**config.mk**
```make
export PLATFORM = sky130hd
export DESIGN_NAME = aucohl_fifo_th
export DESIGN_NICKNAME = d
export VERILOG_FILES = /design/src/rtl/aucohl_fifo_th_pkg.sv /design/src/rtl/aucohl_fifo_th_mem.sv /design/src/rtl/aucohl_fifo_th.sv
export SDC_FILE = /design/constraint.sdc
export NUM_CORES = 1
export LEC_CHECK = 0
export BUFFER_PORTS_ARGS = -buffer_cell sky130_fd_sc_hd__clkbuf_2
export CAP_MARGIN = 25
export CORE_ASPECT_RATIO = 0.5
export CORE_MARGIN = 3
export CORE_UTILIZATION = 40
export CTS_BUF_LIST = sky130_fd_sc_hd__clkbuf_8
export DETAILED_ROUTE_END_ITERATION = 10
export PLACE_DENSITY = 0.56
export SYNTH_ARGS = -nofsm -noshare
export SYNTH_HDL_FRONTEND = slang
export SYNTH_HIERARCHICAL = 1
export SYNTH_SLANG_ARGS = --single-unit
```
**constraint.sdc**
```tcl
create_clock -name clk -period 5.9 [get_ports clk]
set_clock_uncertainty 0.2 [all_clocks]
set_input_delay 0.59 -clock clk [delete_from_list [all_inputs] [get_ports clk]]
set_output_delay 0.59 -clock clk [all_outputs]
set_load 0.1 [all_outputs]
```
**src/rtl/aucohl_fifo_th_pkg.sv**
```systemverilog
// Shared types and helpers for the thresholded synchronous FIFO.
package aucohl_fifo_th_pkg;

  typedef enum logic [1:0] {
    OP_IDLE = 2'b00,
    OP_POP  = 2'b01,
    OP_PUSH = 2'b10,
    OP_BOTH = 2'b11
  } fifo_op_e;

  function automatic int fifo_depth(input int aw);
    return 1 << aw;
  endfunction

endpackage

```
**src/rtl/aucohl_fifo_th_mem.sv**
```systemverilog
// FIFO storage: DW x 2**AW register array, one write port, one async read port.
module aucohl_fifo_th_mem
  import aucohl_fifo_th_pkg::*;
#(
  parameter int DW = 8,
  parameter int AW = 4
) (
  input  logic          clk,
  input  logic          i_we,
  input  logic [AW-1:0] i_waddr,
  input  logic [DW-1:0] i_wdata,
  input  logic [AW-1:0] i_raddr,
  output logic [DW-1:0] o_rdata
);

  localparam int DEPTH = fifo_depth(AW);

  logic [DW-1:0] r_mem [DEPTH];

  always_ff @(posedge clk) begin
    if (i_we) r_mem[i_waddr] <= i_wdata;
  end

  assign o_rdata = r_mem[i_raddr];

endmodule

```
**src/rtl/aucohl_fifo_th.sv**
```systemverilog
// Synchronous show-ahead FIFO with level count, almost-full/empty thresholds,
// sticky overflow/underflow flags and synchronous flush.
module aucohl_fifo_th
  import aucohl_fifo_th_pkg::*;
#(
  parameter int DW = 8,
  parameter int AW = 4
) (
  input  logic          clk,
  input  logic          rst,
  input  logic          flush,
  input  logic          clr_flags,
  input  logic          wr,
  input  logic [DW-1:0] wdata,
  input  logic          rd,
  output logic [DW-1:0] rdata,
  output logic          empty,
  output logic          full,
  output logic [AW:0]   level,
  input  logic [AW:0]   afull_th,
  input  logic [AW:0]   aempty_th,
  output logic          afull,
  output logic          aempty,
  output logic          overflow,
  output logic          underflow
);

  localparam int          DEPTH   = fifo_depth(AW);
  localparam logic [AW:0] DEPTH_L = (AW+1)'(DEPTH);

  logic [AW-1:0] r_wptr;
  logic [AW-1:0] r_rptr;
  logic [AW:0]   r_level;
  logic          r_overflow;
  logic          r_underflow;

  logic          w_wr_ok;
  logic          w_rd_ok;
  logic          w_we;
  fifo_op_e      w_op;

  assign empty  = (r_level == '0);
  assign full   = (r_level == DEPTH_L);
  assign afull  = (r_level >= afull_th);
  assign aempty = (r_level <= aempty_th);
  assign level  = r_level;

  assign overflow  = r_overflow;
  assign underflow = r_underflow;

  // A write into a full FIFO is fine when a read frees the head slot this cycle.
  assign w_wr_ok = wr & (~full | rd);
  assign w_rd_ok = rd & ~empty;
  assign w_op    = fifo_op_e'({w_wr_ok, w_rd_ok});
  assign w_we    = w_wr_ok & ~flush & ~rst;

  aucohl_fifo_th_mem #(
    .DW (DW),
    .AW (AW)
  ) u_mem (
    .clk     (clk),
    .i_we    (w_we),
    .i_waddr (r_wptr),
    .i_wdata (wdata),
    .i_raddr (r_rptr),
    .o_rdata (rdata)
  );

  always_ff @(posedge clk) begin
    if (rst) begin
      r_wptr      <= '0;
      r_rptr      <= '0;
      r_level     <= '0;
      r_overflow  <= 1'b0;
      r_underflow <= 1'b0;
    end else if (flush) begin
      r_wptr  <= '0;
      r_rptr  <= '0;
      r_level <= '0;
    end else begin
      if (w_wr_ok) r_wptr <= r_wptr + 1'b1;
      if (w_rd_ok) r_rptr <= r_rptr + 1'b1;
      case (w_op)
        OP_PUSH: r_level <= r_level + 1'b1;
        OP_POP:  r_level <= r_level - 1'b1;
        default: r_level <= r_level;
      endcase
      // A fresh violation in the clearing cycle keeps the flag set.
      r_overflow  <= (r_overflow  & ~clr_flags) | (wr & full & ~rd);
      r_underflow <= (r_underflow & ~clr_flags) | (rd & empty);
    end
  end

endmodule
```
Word level (Yosys, flattened, before mapping)
Memories as Yosys holds them, arrays and structs flattened. A register that Yosys moved wholly into a read port is not among the register bits.
Index checks and enable logic that the tools add are counted.

storage, ports and cells
  input port bits = 24
  memories = 1
  output and inout bits = 19
  logic and storage cells = 41
  RAM bits = 128
  register bits = 15

memories
  memory       words  width  read ports  clocked after memory_dff  wr ports  line                      source
  u_mem.r_mem  16     8      1           1                         1         aucohl_fifo_th_mem.sv:18  logic [DW-1:0] r_mem [DEPTH];

operators by class
  add/sub/neg operators = 4
  mux-type cells = 5
  reductions and logical operators = 3
  $lt $le $gt $ge = 2
  bitwise operators = 18
  eq/ne operators = 3

operator list
  cell                                               count
  case mux 5 bit (2 select lines)                    1
  AND 1 bit                                          9
  adder 4 x 1 -> 4 bit (second input constant)       2
  2-to-1 mux 4 bit                                   2
  inverter 1 bit                                     6
  adder 5 x 1 -> 5 bit (second input constant)       1
  == test 5 bit (second input constant)              1
  >= comparator 5 bit                                1
  <= comparator 5 bit                                1
  zero test 5 bit                                    1
  subtractor 5 x 1 -> 5 bit (second input constant)  1
  bitwise OR 1 bit                                   3
  == test 2 x 1 -> 1 bit (second input constant)     1
  == test 2 bit (second input constant)              1
  2-to-1 mux 1 bit                                   2
  nonzero test 2 bit                                 1
  OR reduction 2 bit                                 1

Longest topological paths before layout
Gate-level depths: netlist of run 1.

  word-level depth = 8
  depth in mapped cells = 10

Hierarchy
Netlist of run 1, hierarchy kept.

by module, submodules not included
  module              area an instance (um2)  cells each  seq. area each (um2)  times used
  aucohl_fifo_th_mem  4987.3                  221         3843.7                1
  aucohl_fifo_th      1034.7                  118         300.3                 1

Worst setup path after synthesis of run 1
OpenSTA, ideal clock, no wires.

  path type = register -> output
  from = reg r_level[0], in the netlist level[0]
  to = out afull
  path buffers = 0
  setup slack = 1.259 ns
  data arrival time = 3.851 ns
  cell stages (with the launch flop) = 7
  required time = 5.110 ns
  path through = dfxtp_1 > inv_1 > ha_1 > nand2b_1 > a21o_1 > a21oi_1 > o21ai_0

on the way
  word-level cells in the longest chain between the ends = 1

ends and longest elaborated chain
  element                   line                  source
  start: declaration        aucohl_fifo_th.sv:33  logic [AW:0] r_level;
  start signal: assignment  aucohl_fifo_th.sv:84  OP_PUSH: r_level <= r_level + 1'b1;
  start signal: assignment  aucohl_fifo_th.sv:85  OP_POP: r_level <= r_level - 1'b1;
  start signal: assignment  aucohl_fifo_th.sv:86  default: r_level <= r_level;
  >= comparator 5 bit       aucohl_fifo_th.sv:44  assign afull = (r_level >= afull_th);
  end: declaration          aucohl_fifo_th.sv:22  output logic afull,

No other way between the ends.

==> out/results.ini, run 1 <==
[routing]
ant_nets=0
drc=0
vias=3229
via_per_inst=5.35
routedWlPerCell_um=19.6
wl_mm=11.8
firstDrtPassIters=4
drt-initial-drc-count=315

[cts]
cts_tree=built
clkLatencyLatePin_ns=0.44
holdBufCountCts=0
clk_pin_slew_ns=0.08
htree_levels=4
cts.sinks=143
cts_setup_buffers=0
cts_buffers=17
clk_path_buf_depth=2
clock_tree.root_cell=clkbuf_8
cts_resized=0

[synth]
ys_ff_latch=143
yosysWarnings=6
synth_flop_cell=edfxtp_1
synth_cells=339
avgSynthCellArea_um2=17.8
synth-seq-area-share_pct=68.8
async_reset_ff_share_pct=0
synth.net_count=380
synth.distinct_cells=44
synth-edff-count=128
synth_area_um2=6020

[setup_path]
cpLargestDelayFamily=buffers and inverters
worstSetupEndpointType=primary output
cp.arrival_ns=2.91
cp-startpoint=r_rptr[0]
critPathBufInv=2
r2r_cells=9
rr_startpoint=level[0]
start_kind=register
crit_chain=buf_4 -> mux4_1 -> a22oi_1 -> nand2_1 -> clkbuf_2
cp.depth=5
r2r_end=level[4]
path_class=register to primary output
slowest_delay_ns=0.70
ff2ff_setup_slack_ns=2.73
cp-endpoint=rdata[1]
slowest_stage=dfxtp_2
path_max_fanout=19
cp.required_ns=5.11

[global_route]
grt_pass1_wl_mm=18.3
grt_overflow=0
grtUsageTotal_pct=14.9
antenna_found_initial=0
grt_pass1_vias=3233
grt_max_degree=36

[min_path]
hold_start=rst
hp-class=input pin to register

[placed_design]
io_buffers=42
hpwl_mm=8.03
place_congestion=0.793

[die]
io_pins=43
initial_core_util_pct=41.3
core_area_um2=14600
dieArea_um2=16700
rows=31
fp.dieW_um=180
dieHeight_um=92.8

[power]
p_total_mw=2.05
p_leak_nw=2.37
powerDensity_nw_per_um2=300
ir_worst_vdd_mv=0.121

[cells_and_area]
synthToLayoutAreaGrowth_pct=13.5
fillers=1265
diodes=0
fin_nets=433
drive_above_1_share_pct=25.7
fin_util_pct=46.9

[timing]
slew_headroom_pct=31.1
fmax_ghz=0.270
finalCritPeriodShare_pct=62.8
hold_slack_ns=0.155
drv_slew=0
worst_slew_pin_slew_ns=1.03
fin_crit_ns=3.70
hold_viol_final=0
setup_tns_ns=0
setup_violations=0
rsz0062_at_grt=false

[outcome]
outcome=finished clean

[job]
cap_violations=0

==> report_power, final <==
part / internal, mW / switching [mW]
Clock: 0.432 / 0.393
Combinational: 0.0330 / 0.0841
Sequential: 1.10 / 0.00657
==> layer usage <==
layer / up-vias / share of wire (%) / GRT usage (%)
met5: - / 0 / 0
met4: 0 / 0.75 / 3.86
met3: 10 / 5.9 / 4.16
met2: 100 / 46 / 22.0
met1: 1641 / 47 / 21.7
li1: 1478 / - / -
==> stage by stage <==
stage          worst slack (ns)  instance area [um2]  std cells
6_report                   2.20                 6840        603
5_1_grt                    1.97                 6840        603
4_1_cts                    2.12                 6840        603
3_5_place_dp               2.61                 6410        571
3_3_place_gp               2.43                 6400        569
2_1_floorplan              1.26                 6020        339
==> area by class of cell <==
class / count / area [um2] / area share, %
clock buffers: 17 / 234 / 3.42
multi-input cells: 171 / 1730 / 25.3
well taps: 198 / 248 / 3.62
clock inverters: 15 / 194 / 2.84
inverters: 12 / 45.0 / 0.659
flip-flops and latches: 143 / 4150 / 60.6
repair buffers: 47 / 243 / 3.55
==> flip-flops by register name, indices dropped and copies added (netlist names) <==
name and cells:
level 5, overflow 1, r_rptr 4, r_wptr 4, u_mem/r_mem 128, underflow 1
==> logic make-up after synthesis <==
family | count (synthesis) | synth area share (%)
buffers and inverters | 25 | 2.49
XOR/XNOR | 6 | 0.873
adder cells (fa/ha/maj) | 17 | 3.66
flip-flops | 143 | 68.8
multiplexers | 35 | 13.3
AO/OA/AOI/OAI | 40 | 5.01
AND/OR/NAND/NOR | 73 | 5.82
==> synth_stat cells, drive strengths merged, types with 2 or more instances <==
cell type,n,area (um2)
edfxtp,128,3840
mux4,32,773
nor2,29,109
a22oi,16,120
ha,16,200
dfxtp,15,300
nand2,14,52.6
inv,12,45.0
buf,8,67.6
nand3,7,35.0
a21oi,6,30.0
nor3,5,25.0
o21ai,5,28.8
xor2,5,43.8
a21o,3,22.5
clkdlybuf4s25,3,30.0
mux2i,3,30.0
nand2b,3,18.8
o211ai,3,22.5
or4,3,22.5
a32oi,2,17.5
clkbuf,2,7.51
nand3b,2,15.0
nor2b,2,12.5
o31ai,2,28.8
==> worst min-delay path by stage <==
stage                      to  slack (ns)  depth (start not counted)
global placement    underflow        0.28                          2
detailed placement  underflow        0.29                          2
CTS                  overflow        0.12                          2
global route         overflow        0.13                          2
floorplan           r_rptr[3]        0.28                          2
finish              underflow        0.15                          2
==> cell usage in the layout, fill, tap and decap left out, drive strengths merged, types with 5 or more instances in the layout <==
| cell type | Yosys | routed |
|---|---|---|
| mux4 | 32 | 32 |
| nand3 | 7 | 7 |
| inv | 12 | 21 |
| o21ai | 5 | 5 |
| a21oi | 6 | 6 |
| nand2 | 14 | 14 |
| buf | 8 | 5 |
| a22oi | 16 | 16 |
| edfxtp | 128 | 128 |
| nor2 | 29 | 29 |
| ha | 16 | 16 |
| nor3 | 5 | 5 |
| clkbuf | 2 | 59 |
| xor2 | 5 | 5 |
| dfxtp | 15 | 15 |
Power figures use the tool's default switching activity.
==> inputs of run 2 (changes only) <==
==> constraint.sdc (replaced) <==
create_clock -name clk -period 3.9 [get_ports clk]
set_clock_uncertainty 0.2 [all_clocks]
set_input_delay 0.39 -clock clk [delete_from_list [all_inputs] [get_ports clk]]
set_output_delay 0.39 -clock clk [all_outputs]
set_load 0.1 [all_outputs]
==> out/results.ini, run 2 (same netlist as run 1, synthesis figures left out) <==
[setup_path]
ff2ff_setup_slack_ns=0.77  ; -1.96 ns
critPathBufInv=2  ; unchanged
cp.arrival_ns=2.76  ; -0.15 ns
r2r_cells=8  ; -1
slowest_stage=dfxtp_2
crit_chain=buf_4 -> mux4_1 -> a22oi_1 -> nand2_1 -> clkbuf_2
cp.depth=5  ; unchanged
cp-endpoint=rdata[4]
cp.required_ns=3.31  ; -1.80 ns
rr_startpoint=level[0]
worstSetupEndpointType=primary output
r2r_end=level[4]
path_max_fanout=21  ; +2
cpLargestDelayFamily=flip-flops
cp-startpoint=r_rptr[0]
start_kind=register
path_class=register to primary output
slowest_delay_ns=0.74  ; +0.04 ns

[die]
rows=31  ; unchanged
dieArea_um2=16700  ; unchanged
fp.dieW_um=180  ; unchanged
initial_core_util_pct=41.3  ; unchanged
core_area_um2=14600  ; unchanged
dieHeight_um=92.8  ; unchanged
io_pins=43  ; unchanged

[cells_and_area]
largest-register=u_mem/r_mem
drive_above_1_share_pct=25.5  ; -0.19 points
layout_common_cells=edfxtp_1, clkbuf_2, nor2_1
finish.instance_area_um2=6870  ; +0.42%
fin_util_pct=47.1  ; +0.20 points
synthToLayoutAreaGrowth_pct=14.0
fin_cells=606  ; +0.50%
largest_reg_flops=128  ; unchanged
diodes=0  ; unchanged
fin_nets=436  ; +0.69%
final_common_cell=edfxtp_1

[timing]
setup_ws_ns=0.547  ; -1.65 ns
rsz0062_at_grt=false
worst_slew_pin_slew_ns=0.945  ; -0.0841 ns
finalCritPeriodShare_pct=86.0
drv_slew=0  ; unchanged
hold_slack_ns=0.0730  ; -0.0816 ns
fmax_ghz=0.298
setup_tns_ns=0  ; unchanged
slew_headroom_pct=36.8  ; +5.6 points
setup_violations=0  ; unchanged
hold_viol_final=0  ; unchanged
fin_crit_ns=3.35

[placed_design]
place_congestion=0.779  ; -1.9%
place_ws_ns=0.797  ; -1.82 ns
hpwl_mm=8.13  ; +1.3%
post-place-cells=573  ; +0.35%
place_area_um2=6430  ; +0.29%
io_buffers=42  ; unchanged

[power]
p_leak_nw=2.38  ; +0.40%
p_total_mw=3.12  ; +52%
ir_worst_vdd_mv=0.227  ; +88%
p_int_mw=2.38  ; +51%
powerDensity_nw_per_um2=454  ; +51%
sw_frac_of_total_pct=23.8  ; +0.23 points
p_comb_share_pct=5.8  ; about the same
power.switching_mw=0.742  ; +53%
seqPwrFrac_pct=53.9  ; -0.2 points
clock_power_share_pct=40.3  ; about the same

[cts]
holdBufCountCts=1  ; +1
cts_buffers=17  ; unchanged
clk_pin_slew_ns=0.09  ; about the same
cts.sinks=143  ; unchanged
clk_path_buf_depth=2  ; unchanged
cts_tree=built
htree_levels=4  ; unchanged
cts_setup_buffers=0  ; unchanged
clkLatencyLatePin_ns=0.43  ; about the same
cts_resized=0  ; unchanged
clock_tree.root_cell=clkbuf_8

[global_route]
grt_overflow=0  ; unchanged
grt_pass1_wl_mm=19.2  ; +4.6%
grt_max_degree=36  ; unchanged
grt_pass1_vias=3375  ; +4.4%
antenna_found_initial=0  ; unchanged
grtUsageTotal_pct=15.4  ; +0.57 points

[min_path]
hp-class=input pin to register

[routing]
ant_nets=0  ; unchanged
drc=0  ; unchanged
wl_mm=12.3  ; +4.4%
via_per_inst=5.37  ; +0.28%
drt-initial-drc-count=215  ; -32%
vias=3254  ; +0.77%
routedWlPerCell_um=20.3  ; +3.9%
firstDrtPassIters=4  ; unchanged

[outcome]
outcome=finished clean

[job]
cap_violations=0  ; unchanged

-- run 2: metal layers --
layer	GRT usage, %	up-vias	part of all wire (%)
met3	4.90	8	7.4
met1	21.0	1647	45
met2	24.3	116	47
met4	4.05	0	0.65
li1	-	1483	-
met5	0	-	0
-- run 2: layout make-up --
cell class / count / area (um2)
flip-flops and latches: 143 / 4150
fillers: 1272 / 7720
clock buffers: 17 / 234
inverters: 12 / 45.0
clock inverters: 15 / 194
repair buffers: 50 / 273
well taps: 198 / 248
multi-input cells: 171 / 1730
-- run 2: power by group through the flow --
stage / sequential [mW] / combinational, mW / clock (mW)
after detailed placement: 1.72 / 0.182 / 0
after global routing: 1.68 / 0.196 / 1.36
after global placement: 1.72 / 0.176 / 0
final: 1.68 / 0.181 / 1.26
after floorplan: 1.73 / 0.114 / 0
after CTS: 1.68 / 0.183 / 1.29
-- run 2: how the worst min path moves through the flow --
stage,from,to,slack [ns],cells after the start
final,clr_flags,underflow,0.07,4
after global routing,clr_flags,underflow,0.09,4
after CTS,clr_flags,underflow,0.05,4
after detailed placement,underflow,underflow,0.29,2
after global placement,underflow,underflow,0.28,2
after floorplan,rst,overflow,0.26,1
-- run 2: worst register-to-register path, delay by kind of cell (launching register included) --
family	cells	cell delay, ns
adders and majority gates	2	0.68
and+or+nand+nor	2	0.99
AOI/OAI and AO/OA	4	0.79
DFF	1	0.39
==> inputs of run 3 (changes only) <==
==> constraint.sdc (replaced) <==
create_clock -name clk -period 3.9 [get_ports clk]
set_clock_uncertainty 0.2 [all_clocks]
set_input_delay 0.585 -clock clk [delete_from_list [all_inputs] [get_ports clk]]
set_output_delay 0.585 -clock clk [all_outputs]
set_load 0.1 [all_outputs]
==> out/results.ini, run 3 (same netlist as run 1, synthesis figures left out) <==
[setup_path]
path_class=register to primary output
start_kind=register
cp.arrival_ns=2.72  ; -0.04 ns
worstSetupEndpointType=primary output
path_max_fanout=15  ; -29%
cp.required_ns=3.12  ; -0.19 ns
r2r_cells=8  ; unchanged

[power]
p_comb_share_pct=5.8  ; about the same
ir_worst_vdd_mv=0.211  ; -7.1%
p_int_mw=2.43  ; +2.3%
powerDensity_nw_per_um2=457  ; +0.60%
sw_frac_of_total_pct=23.1  ; -0.73 points
seqPwrFrac_pct=53.1  ; -0.8 points
p_total_mw=3.16  ; +1.4%
clock_power_share_pct=41.1  ; +0.8 points
power.switching_mw=0.729  ; -1.7%
p_leak_nw=2.40  ; +1.0%

[timing]
slew_headroom_pct=36.4  ; -0.32 points
finalCritPeriodShare_pct=89.8  ; +3.9 points
setup_violations=0  ; unchanged
fin_crit_ns=3.50  ; +0.151 ns
rsz0062_at_grt=false
setup_ws_ns=0.397  ; -0.151 ns
setup_tns_ns=0  ; unchanged
drv_slew=0  ; unchanged
hold_viol_final=0  ; unchanged
worst_slew_pin_slew_ns=0.950  ; +0.00480 ns
fmax_ghz=0.285  ; -4.3%

[placed_design]
io_buffers=42  ; unchanged
hpwl_mm=8.27  ; +1.7%
place_ws_ns=0.815  ; +0.0183 ns
place_congestion=0.744  ; -4.5%

[global_route]
grt_pass1_wl_mm=19.2  ; +0.11%
antenna_found_initial=0  ; unchanged
grt_pass1_vias=3371  ; -0.12%
grt_overflow=0  ; unchanged
grt_max_degree=32  ; -11%
grtUsageTotal_pct=15.4  ; about the same

[min_path]
holdPathStages=2  ; -2
hp-class=input pin to register

[cts]
clock_tree.root_cell=clkbuf_8
clk_pin_slew_ns=0.08  ; about the same
cts_buffers=17  ; unchanged
clk_path_buf_depth=2  ; unchanged
cts_tree=built
htree_levels=4  ; unchanged
clkLatencyLatePin_ns=0.44  ; about the same
cts_setup_buffers=0  ; unchanged
cts.sinks=143  ; unchanged
holdBufCountCts=0  ; -1
cts_resized=0  ; unchanged

[cells_and_area]
drive_above_1_share_pct=26.1  ; +0.61 points
largest-register=u_mem/r_mem
fin_util_pct=47.4  ; +0.35 points
fin_nets=438  ; +0.46%
layout_common_cells=edfxtp_1, clkbuf_2, nor2_1
final_common_cell=edfxtp_1
fillers=1265  ; -0.55%
synthToLayoutAreaGrowth_pct=14.9
largest_reg_flops=128  ; unchanged
diodes=0  ; unchanged

[routing]
drc=0  ; unchanged
routedWlPerCell_um=19.8  ; -2.5%
ant_nets=0  ; unchanged
vias=3291  ; +1.1%
wl_mm=12.0  ; -2.2%
firstDrtPassIters=5  ; +1
via_per_inst=5.41  ; +0.80%
drt-initial-drc-count=234  ; +8.8%

[outcome]
outcome=finished clean

[die]
core_area_um2=14600  ; unchanged
dieHeight_um=92.8  ; unchanged
io_pins=43  ; unchanged
initial_core_util_pct=41.3  ; unchanged
fp.dieW_um=180  ; unchanged
rows=31  ; unchanged
dieArea_um2=16700  ; unchanged

[job]
cap_violations=0  ; unchanged

==> run 3: cell types whose count changed in the layout (fill, tap and decap cells not counted) <==
| cell | previous run | this run |
|---|---|---|
| inv_8 | 2 | 1 |
| inv_6 | 7 | 6 |
| clkinvlp_4 | 1 | 2 |
| bufinv_16 | 3 | 4 |
| clkinv_2 | 0 | 1 |
| clkinv_4 | 1 | 0 |
| dlygate4sd3_1 | 1 | 0 |
| clkinv_1 | 1 | 0 |
| buf_4 | 7 | 8 |
| inv_1 | 12 | 13 |
| buf_12 | 0 | 2 |
==> run 3: final timing paths <==
path                                 from         to  slack, ns
worst max-delay path            r_rptr[0]   rdata[2]       0.40
worst min-delay path                  rst  underflow       0.15
worst max register to register   level[0]   level[4]       0.80
worst min register to register  underflow  underflow       0.32
==> run 3: worst max-delay path: stages, from the launching register on <==
cell      delay, ns
dfxtp_2        0.61
buf_4          0.31
mux4_1         0.60
a22oi_1        0.26
nand2_1        0.11
clkbuf_2       0.38
==> run 3: cell type report <==
| class | count | area [um2] | area share [%] |
|---|---|---|---|
| sequential | 143 | 4150 | 59.9 |
| clock buffer | 17 | 234 | 3.38 |
| clock inverter | 15 | 208 | 3.00 |
| tap | 198 | 248 | 3.58 |
| inverter | 12 | 45.0 | 0.651 |
| multi-input combinational | 171 | 1730 | 25.0 |
| timing repair buffer | 52 | 310 | 4.49 |
==> run 3: routing by layer <==
| metal | share of wire (%) | routed length [um] | up-vias | global-route usage (%) |
|---|---|---|---|---|
| met5 | 0 | 0 | - | 0 |
| met4 | 1.4 | 165 | 0 | 5.66 |
| met3 | 8.0 | 965 | 15 | 3.77 |
| met2 | 46 | 5540 | 143 | 23.6 |
| met1 | 45 | 5370 | 1646 | 21.7 |
| li1 | - | - | 1487 | - |
==> run 3: stage by stage <==
stage	instance area [um2]	std cells	hold WS [ns]
after floorplan	6020	339	0.281
after global placement	6480	576	0.275
after detailed placement	6480	576	0.282
after CTS	6920	608	0.122
after global routing	6920	608	0.142
final	6920	608	0.152
==> run 3: power groups by stage <==
| stage | combinational [mW] | sequential (mW) | clock [mW] |
|---|---|---|---|
| floorplan | 0.114 | 1.73 | 0 |
| global placement | 0.178 | 1.72 | 0 |
| detailed placement | 0.185 | 1.72 | 0 |
| CTS | 0.185 | 1.68 | 1.33 |
| global route | 0.197 | 1.68 | 1.40 |
| finish | 0.183 | 1.68 | 1.30 |
